`src/rtl/sdram_read_to_avalon_st.sv`:
```
// Instruction-driven Avalon-MM burst reader that streams returned words out on an Avalon-ST source.
// Define SDRAM_READ_ST_LAST_EN to add st_last, flagging the final word of each instruction.
module sdram_read_to_avalon_st #(
    parameter int MAX_BURST  = 8,
    parameter int FIFO_DEPTH = 16
) (
    input  logic         clock,
    input  logic         reset,
    input  logic         st_instruction_valid,
    output logic         st_instruction_ready,
    input  logic [31:0]  st_instruction_data,
    output logic [26:0]  mm_addr,
    output logic [7:0]   mm_burstcount,
    output logic         mm_read,
    input  logic         mm_waitrequest,
    input  logic [255:0] mm_readdata,
    input  logic         mm_readdatavalid,
    output logic         st_valid,
    input  logic         st_ready,
`ifdef SDRAM_READ_ST_LAST_EN
    output logic         st_last,
`endif
    output logic [255:0] st_data
);
    localparam int PTR_W = $clog2(FIFO_DEPTH);
    localparam int CNT_W = PTR_W + 1;
`ifdef SDRAM_READ_ST_LAST_EN
    localparam int FIFO_W = 257;
`else
    localparam int FIFO_W = 256;
`endif

    typedef enum logic [1:0] {IDLE, ISSUE, DRAIN} state_t;
    state_t state, state_next;

    logic [21:0]       addr;
    logic [10:0]       tx_rem, rx_rem, outstanding;
    logic [CNT_W-1:0]  fifo_count;
    logic [PTR_W-1:0]  wr_ptr, rd_ptr;
    logic [FIFO_W-1:0] mem [FIFO_DEPTH];
    logic [FIFO_W-1:0] head;

    logic [10:0] len, instr_count;
    logic [11:0] credit;
    logic        start, issue, accept, push, pop;

    always_ff @(posedge clock or negedge reset) begin
        if (!reset) state <= IDLE;
        else        state <= state_next;
    end

    always_comb begin
        state_next = state;
        case (state)
            IDLE:    if (start) state_next = ISSUE;
            ISSUE:   if (accept && (tx_rem == len)) state_next = DRAIN;
            DRAIN:   if (rx_rem == 11'd0) state_next = IDLE;
            default: state_next = IDLE;
        endcase
    end

    // Credit counts both words already buffered and words still in flight, so the FIFO can never overflow.
    always_comb begin
        instr_count = (st_instruction_data[9:0] == 10'd0) ? 11'd1024 : {1'b0, st_instruction_data[9:0]};
        len         = (tx_rem > 11'(MAX_BURST)) ? 11'(MAX_BURST) : tx_rem;
        credit      = 12'(FIFO_DEPTH) - 12'(fifo_count) - {1'b0, outstanding};
        start       = (state == IDLE) && st_instruction_ready && st_instruction_valid;
        issue       = (state == ISSUE) && !mm_read && (credit >= {1'b0, len});
        accept      = mm_read && !mm_waitrequest;
        push        = mm_readdatavalid && (outstanding != 11'd0);
        pop         = st_valid && st_ready;
    end

    always_ff @(posedge clock or negedge reset) begin
        if (!reset) begin
            st_instruction_ready <= 1'b0;
            mm_read              <= 1'b0;
            mm_addr              <= '0;
            mm_burstcount        <= '0;
            addr                 <= '0;
            tx_rem               <= '0;
            rx_rem               <= '0;
            outstanding          <= '0;
        end else begin
            st_instruction_ready <= (state_next == IDLE);
            if (start) begin
                addr   <= st_instruction_data[31:10];
                tx_rem <= instr_count;
                rx_rem <= instr_count;
            end
            if (issue) begin
                mm_read       <= 1'b1;
                mm_addr       <= {addr, 5'b0};
                mm_burstcount <= len[7:0];
            end else if (accept) begin
                mm_read <= 1'b0;
                addr    <= addr + 22'(len);
                tx_rem  <= tx_rem - len;
            end
            outstanding <= outstanding + (accept ? len : 11'd0) - 11'(push);
            if (push) rx_rem <= rx_rem - 11'd1;
        end
    end

    always_ff @(posedge clock or negedge reset) begin
        if (!reset) begin
            wr_ptr     <= '0;
            rd_ptr     <= '0;
            fifo_count <= '0;
        end else begin
            if (push) wr_ptr <= wr_ptr + PTR_W'(1);
            if (pop)  rd_ptr <= rd_ptr + PTR_W'(1);
            fifo_count <= fifo_count + CNT_W'(push) - CNT_W'(pop);
        end
    end

    // Storage is left unreset; reset empties the FIFO through the pointers and count.
    always_ff @(posedge clock) begin
`ifdef SDRAM_READ_ST_LAST_EN
        if (push) mem[wr_ptr] <= {(rx_rem == 11'd1), mm_readdata};
`else
        if (push) mem[wr_ptr] <= mm_readdata;
`endif
    end

    assign head     = mem[rd_ptr];
    assign st_valid = (fifo_count != '0);
    assign st_data  = st_valid ? head[255:0] : '0;
`ifdef SDRAM_READ_ST_LAST_EN
    assign st_last  = st_valid ? head[256] : 1'b0;
`endif

endmodule

```
`config.mk`:
```
export PLATFORM = sky130hd
export DESIGN_NAME = sdram_read_to_avalon_st
export DESIGN_NICKNAME = d
export VERILOG_FILES = /design/src/rtl/sdram_read_to_avalon_st.sv
export SDC_FILE = /design/constraint.sdc
export NUM_CORES = 2
export LEC_CHECK = 0
export CORE_UTILIZATION = 55
export CTS_CLUSTER_SIZE = 12
export DETAILED_ROUTE_END_ITERATION = 16
export GPL_ROUTABILITY_DRIVEN = 0
export PLACE_DENSITY = 0.81
export SLEW_MARGIN = 30
export SYNTH_ARGS = -nofsm -noshare
export SYNTH_HDL_FRONTEND = slang
export SYNTH_SLANG_ARGS = --single-unit
export TNS_END_PERCENT = 100
```
`constraint.sdc`:
```
create_clock -name clock -period 12.4 [get_ports clock]
set_input_delay 2.48 -clock clock [delete_from_list [all_inputs] [get_ports clock]]
set_output_delay 2.48 -clock clock [all_outputs]
set_load 0.005 [all_outputs]
```
### Word-level counts from Yosys, hierarchy flattened

Memory sizes are Yosys's and may differ from the RTL's.
Index checks and enable logic that the tools add are counted.

* RAM bits: 4096
* output and inout bits: 294
* word-level logic and storage cells: 67
* register bits: 102
* input port bits: 294
* memories kept: 1

* mux-type cells: 20
* magnitude comparators: 2
* add/subtract/negate cells: 11
* equality and inequality tests: 3
* reduce and logical (&&, ||, !) cells: 18

Memory list
* mem: words 16, bits a word 256, read ports 1, clocked after Yosys merged registers in 0, wr ports 1, RTL line 40 `logic [FIFO_W-1:0] mem [FIFO_DEPTH];`

Operators with widths (number)
* $mux W256: 1
* $mux W11: 8
* $mux W22: 3
* $add A22 B11 Y22: 1
* $ge A12 B11 Y1: 1
* $sub A12 B11 Y12: 1
* $add A11 B11 Y11: 1
* $eq A11 B11 Y1: 1
* $gt A11 B4 Y1 const B: 1
* $logic_not A11 Y1: 1
* $reduce_bool A11 Y1: 1
* $sub A11 B1 Y11: 1
* $sub A11 B1 Y11 const B: 1
* $sub A11 B11 Y11: 1
* $logic_not A10 Y1: 1
* $add A4 B1 Y4 const B: 2
* $logic_and A1 B1 Y1: 8
* $mux W2: 3
* $pmux W2 S3: 1
* $sub A5 B5 Y6 const A: 1
* $add A5 B1 Y5: 1
* $reduce_bool A5 Y1: 1
* $sub A5 B1 Y5: 1
* $logic_not A2 Y1: 2
* other kinds (5): 10

### Depth between registers and ports, before layout

* depth after elaboration: 7
* mapped depth: 22

### Least setup slack after synthesis

Ideal clock, no wire load.

* path type: input-to-reg
* start: in mm_readdatavalid
* end: mem mem[4][0] (enable)
* required time: 11749 ps
* stages on the path: 6
* path buffers: 1
* library setup time: 651 ps
* slack: 2733 ps
* arrival: 9017 ps
* cells stage by stage: o41ai_2 -> inv_1 -> clkbuf_1 -> nand2_1 -> nor2_1 -> and2_1

* word-level cells in the longest chain between the ends: 3

Ends and longest elaborated chain
* from (decl): RTL line 17 `input logic mm_readdatavalid,`
* $logic_and A1 B1 Y1: RTL line 70 `push = mm_readdatavalid && (outstanding != 11'd0);`
* $mux W1: RTL line 122 `if (push) mem[wr_ptr] <= mm_readdata;`
* $mux W1 (implied by the code): RTL line 122
* to (decl): RTL line 40

Every way passes these cells.

### Final worst setup path

* start: reg rd_ptr[0]
* end: out st_data[182]

* word-level cells in the longest chain between the ends: 2

Ends and longest elaborated chain
* from (decl): RTL line 39 `logic [PTR_W-1:0] wr_ptr, rd_ptr;`
* from (signal assigned): RTL line 112 `if (pop) rd_ptr <= rd_ptr + PTR_W'(1);`
* $mem_v2 Z16 W256
* $mux W256: RTL line 128 `assign st_data = st_valid ? head[255:0] : '0;`
* to (decl): RTL line 23 `output logic [255:0] st_data`

Every way passes these cells.

==> results.md <==
* Die Area at 0.296 mm²
* DP HPWL at 187,000 µm
* Setup Crit Path Kind: reg2out
* Die Wd at 544 µm
* Core area at 0.292 mm²
* Syn avg cell area at 24.1 µm²
* PnR worst setup slack at 4.51 ns
* Initial DRT Pass Iterations at 5
* Post_cts resized at 0
* Worst R2R Setup Slack at 7.74 ns
* I/O pins at 588
* Max H-tree Level at 5
* GRT overflow at 0
* Async set-reset flop share out of synthesis at 0.0243
* Maxcap violations at 0
* Vias in the first global route at 80,700
* Max_slew headroom at 0.203
* R2R depth at 10
* Reg-to-Reg End: mem[6][188]$_DFFE_PP_
* Minimum clock period at 7.89 ns
* Most frequently used flop master after synthesis: edfxtp_1
* Seq cells post-synth at 4,198
* Run status: finished, final reports clean
* Iter 0 DRT Violations at 10,000
* Setup TNS at 0 ns
* Hold Crit Depth at 2
* Antenna-violating nets left at 0
* Clock Tree Buf Depth at 4
* CP Launch Type: flop
* Setup bufs post-CTS at 0
* Final wirelength at 398,000 µm
* Unrepaired setup endpoints after global routing: false
* I/O Buffers at 582
* Fin. Hold Viols at 0
* First-pass GRT wire length at 569,000 µm
* Hold path startpoint: mm_burstcount[3]$_DFFE_PN0P_
* Initial antenna violation count at 94
* Crit path max fanout at 79
* Drt wl/cell at 34.0 µm
* DRC at 0
* Crit. End Element: primary output
* Internal Power at 30.8 mW
* Static Leak at 57.8 nW
* Post-Syn Instances at 6,703
* Post-Syn Area at 0.162 mm²
* Worst-Skew Late Latency at 0.99 ns
* Ys Warns at 0
* Measured slew at the worst slew-check pin at 1.19 ns
* Dpl cells at 11,000
* Max-slew violation count at 0
* Cts hold-fix bufs at 0
* Yosys top cell area share at 0.761
* # nets final at 7,863
* Sequential area share after synthesis at 0.777
* Initial Util at 0.555
* Power density cells at 237 mW/mm²
* Number of flops mapped to enable cells by yosys at 4,096
* CP Data Required Time at 9.92 ns
* Fmax at 127 MHz
* Vias at 76,800
* Num CTS Buffers at 414
* Fin crit share at 0.636
* Rows at 198
* Fin cells at 11,700
* Synth unique cells at 61
* Total power at 43.9 mW
* Largest net degree at the start of global routing at 150
* Largest cells by area after synthesis: edfxtp_1 76%, mux4_2 18%, dfrtp_1 1.6%
* Setup slack at placement at 5.36 ns
* Clock Power Share at 0.263
* Switching pwr at 13.1 mW
* Die height at 544 µm
* CTS tree: done
* Worst vdd ir at 0.196 mV
* Sequential Power Share at 0.404
* FF-to-FF Start: outstanding[10]$_DFF_PN0_
* Via density per instance at 6.57
* Fin Clk Skew at 0.0823 ns
* Clock transition at the registers of the reported paths at 0.06 ns
* Comb power frac at 0.333
* Clk root buf: clkbuf_16
* End of the worst hold path: mm_burstcount[3]$_DFFE_PN0P_
* Syn-to-layout area delta at 14.3%
* Share of layout cells above drive strength 1 at 0.247
* HP Class: reg2reg
* Sw Ratio at 0.298
* Setup Viol. Count Final at 0
* Area leader, netlist: edfxtp_1
* Total GRT Usage at 0.269
* Clock Sinks at 4,198
* Arrival @ worst endpoint at 5.41 ns
==> power by group through the flow <==
| stage | sequential (mW) | clock, mW | combinational (mW) |
|---|---|---|---|
| after detailed placement | 17.9 | 0 | 14.3 |
| after CTS | 17.7 | 11.6 | 14.6 |
| after floorplan | 18.0 | 0 | 8.99 |
| after global placement | 17.8 | 0 | 14.0 |
| final | 17.7 | 11.5 | 14.6 |
| after global routing | 17.8 | 12.1 | 15.3 |
==> synth_stat cells (33+ instances only) <==
| cell | n |
|---|---|
| and2_1 | 276 |
| o21ai_0 | 49 |
| mux4_2 | 1280 |
| dfrtp_1 | 102 |
| ha_1 | 72 |
| clkbuf_1 | 187 |
| nand2_1 | 92 |
| edfxtp_1 | 4096 |
| nor2_1 | 60 |
| inv_1 | 57 |
| a21oi_1 | 33 |
| buf_2 | 111 |
==> metrics by stage <==
step                 util  hold WS [ns]  area, µm²
floorplan               -         0.453     162000
global placement    0.591         0.463     172000
detailed placement  0.591         0.471     172000
CTS                 0.632         0.485     184000
global route        0.633         0.512     185000
finish              0.634         0.484     185000
==> kinds of logic (layout without fill, tap and decap cells) <==
group	count (synthesis)	count (layout)	synth area share
multiplexers	1311	1311	0.180
other	2	90	0.0000464
adder cells (fa/ha/maj)	76	76	0.00607
AO/OA/AOI/OAI	168	168	0.00670
flip-flops	4198	4198	0.777
AND/OR/NAND/NOR	510	510	0.0173
buffers and inverters	400	1399	0.0111
XOR/XNOR	38	38	0.00206
==> registers in the layout (all words and copies together), names as in the netlist <==
signal                flops
addr                     22
mm_addr                  22
rx_rem                   11
state                     2
outstanding              11
tx_rem                   11
st_instruction_ready      1
rd_ptr                    4
mem                    4096
wr_ptr                    4
fifo_count                5
mm_burstcount             8
mm_read                   1
==> routing by layer <==
metal / vias to the layer above / global-route usage / wire, µm / part of all wire
met1: 40800 / 0.348 / 138000 / 0.35
met5: - / 0 / 351 / 0.00088
met2: 4983 / 0.449 / 203000 / 0.51
met4: 54 / 0.110 / 15700 / 0.040
met3: 805 / 0.0559 / 40100 / 0.10
li1: 30100 / - / - / -
==> critical path, cell delays in order, from the launching register on <==
cell	delay, ns
dfrtp_4	0.85
buf_12	0.47
buf_12	0.40
buf_16	0.49
mux4_2	0.66
mux4_2	0.49
and2_1	0.20
clkdlybuf4s50_1	0.50
==> worst max-delay path by stage <==
stage | start | to | slack [ns] | cells after the start
after detailed placement | rd_ptr[0]$_DFFE_PN0P_ | st_data[17] | 5.36 | 6
final | rd_ptr[0]$_DFFE_PN0P_ | st_data[182] | 4.51 | 7
after global routing | rd_ptr[0]$_DFFE_PN0P_ | st_data[75] | 4.20 | 7
after CTS | rd_ptr[0]$_DFFE_PN0P_ | st_data[111] | 4.25 | 6
after floorplan | mm_readdatavalid | mem[4][0]$_DFFE_PP_ | 2.73 | 6
after global placement | rd_ptr[1]$_DFFE_PN0P_ | st_data[207] | 5.41 | 6
==> layout by cell type, fill, tap and decap left out, types with 59 or more instances in the layout <==
cell type and n:
diode_2 64, clkbuf_16 414, and2_1 264, clkdlybuf4s50_1 581, ha_1 72, mux4_2 1280
nand2_1 92, buf_4 59, clkbuf_1 132, edfxtp_1 4096, nor2_1 59, dfrtp_1 98
==> area by class of cell <==
cell class / count / area (µm²)
multi-input combinational: 2129 / 34500
timing repair buffer: 693 / 7310
fill: 17900 / 107000
sequential: 4198 / 126000
antenna: 64 / 160
tap: 3900 / 4880
inverter: 57 / 221
clock buffer: 551 / 10900
clock inverter: 98 / 1170
No activity file was read; power rests on OpenSTA's default activity.
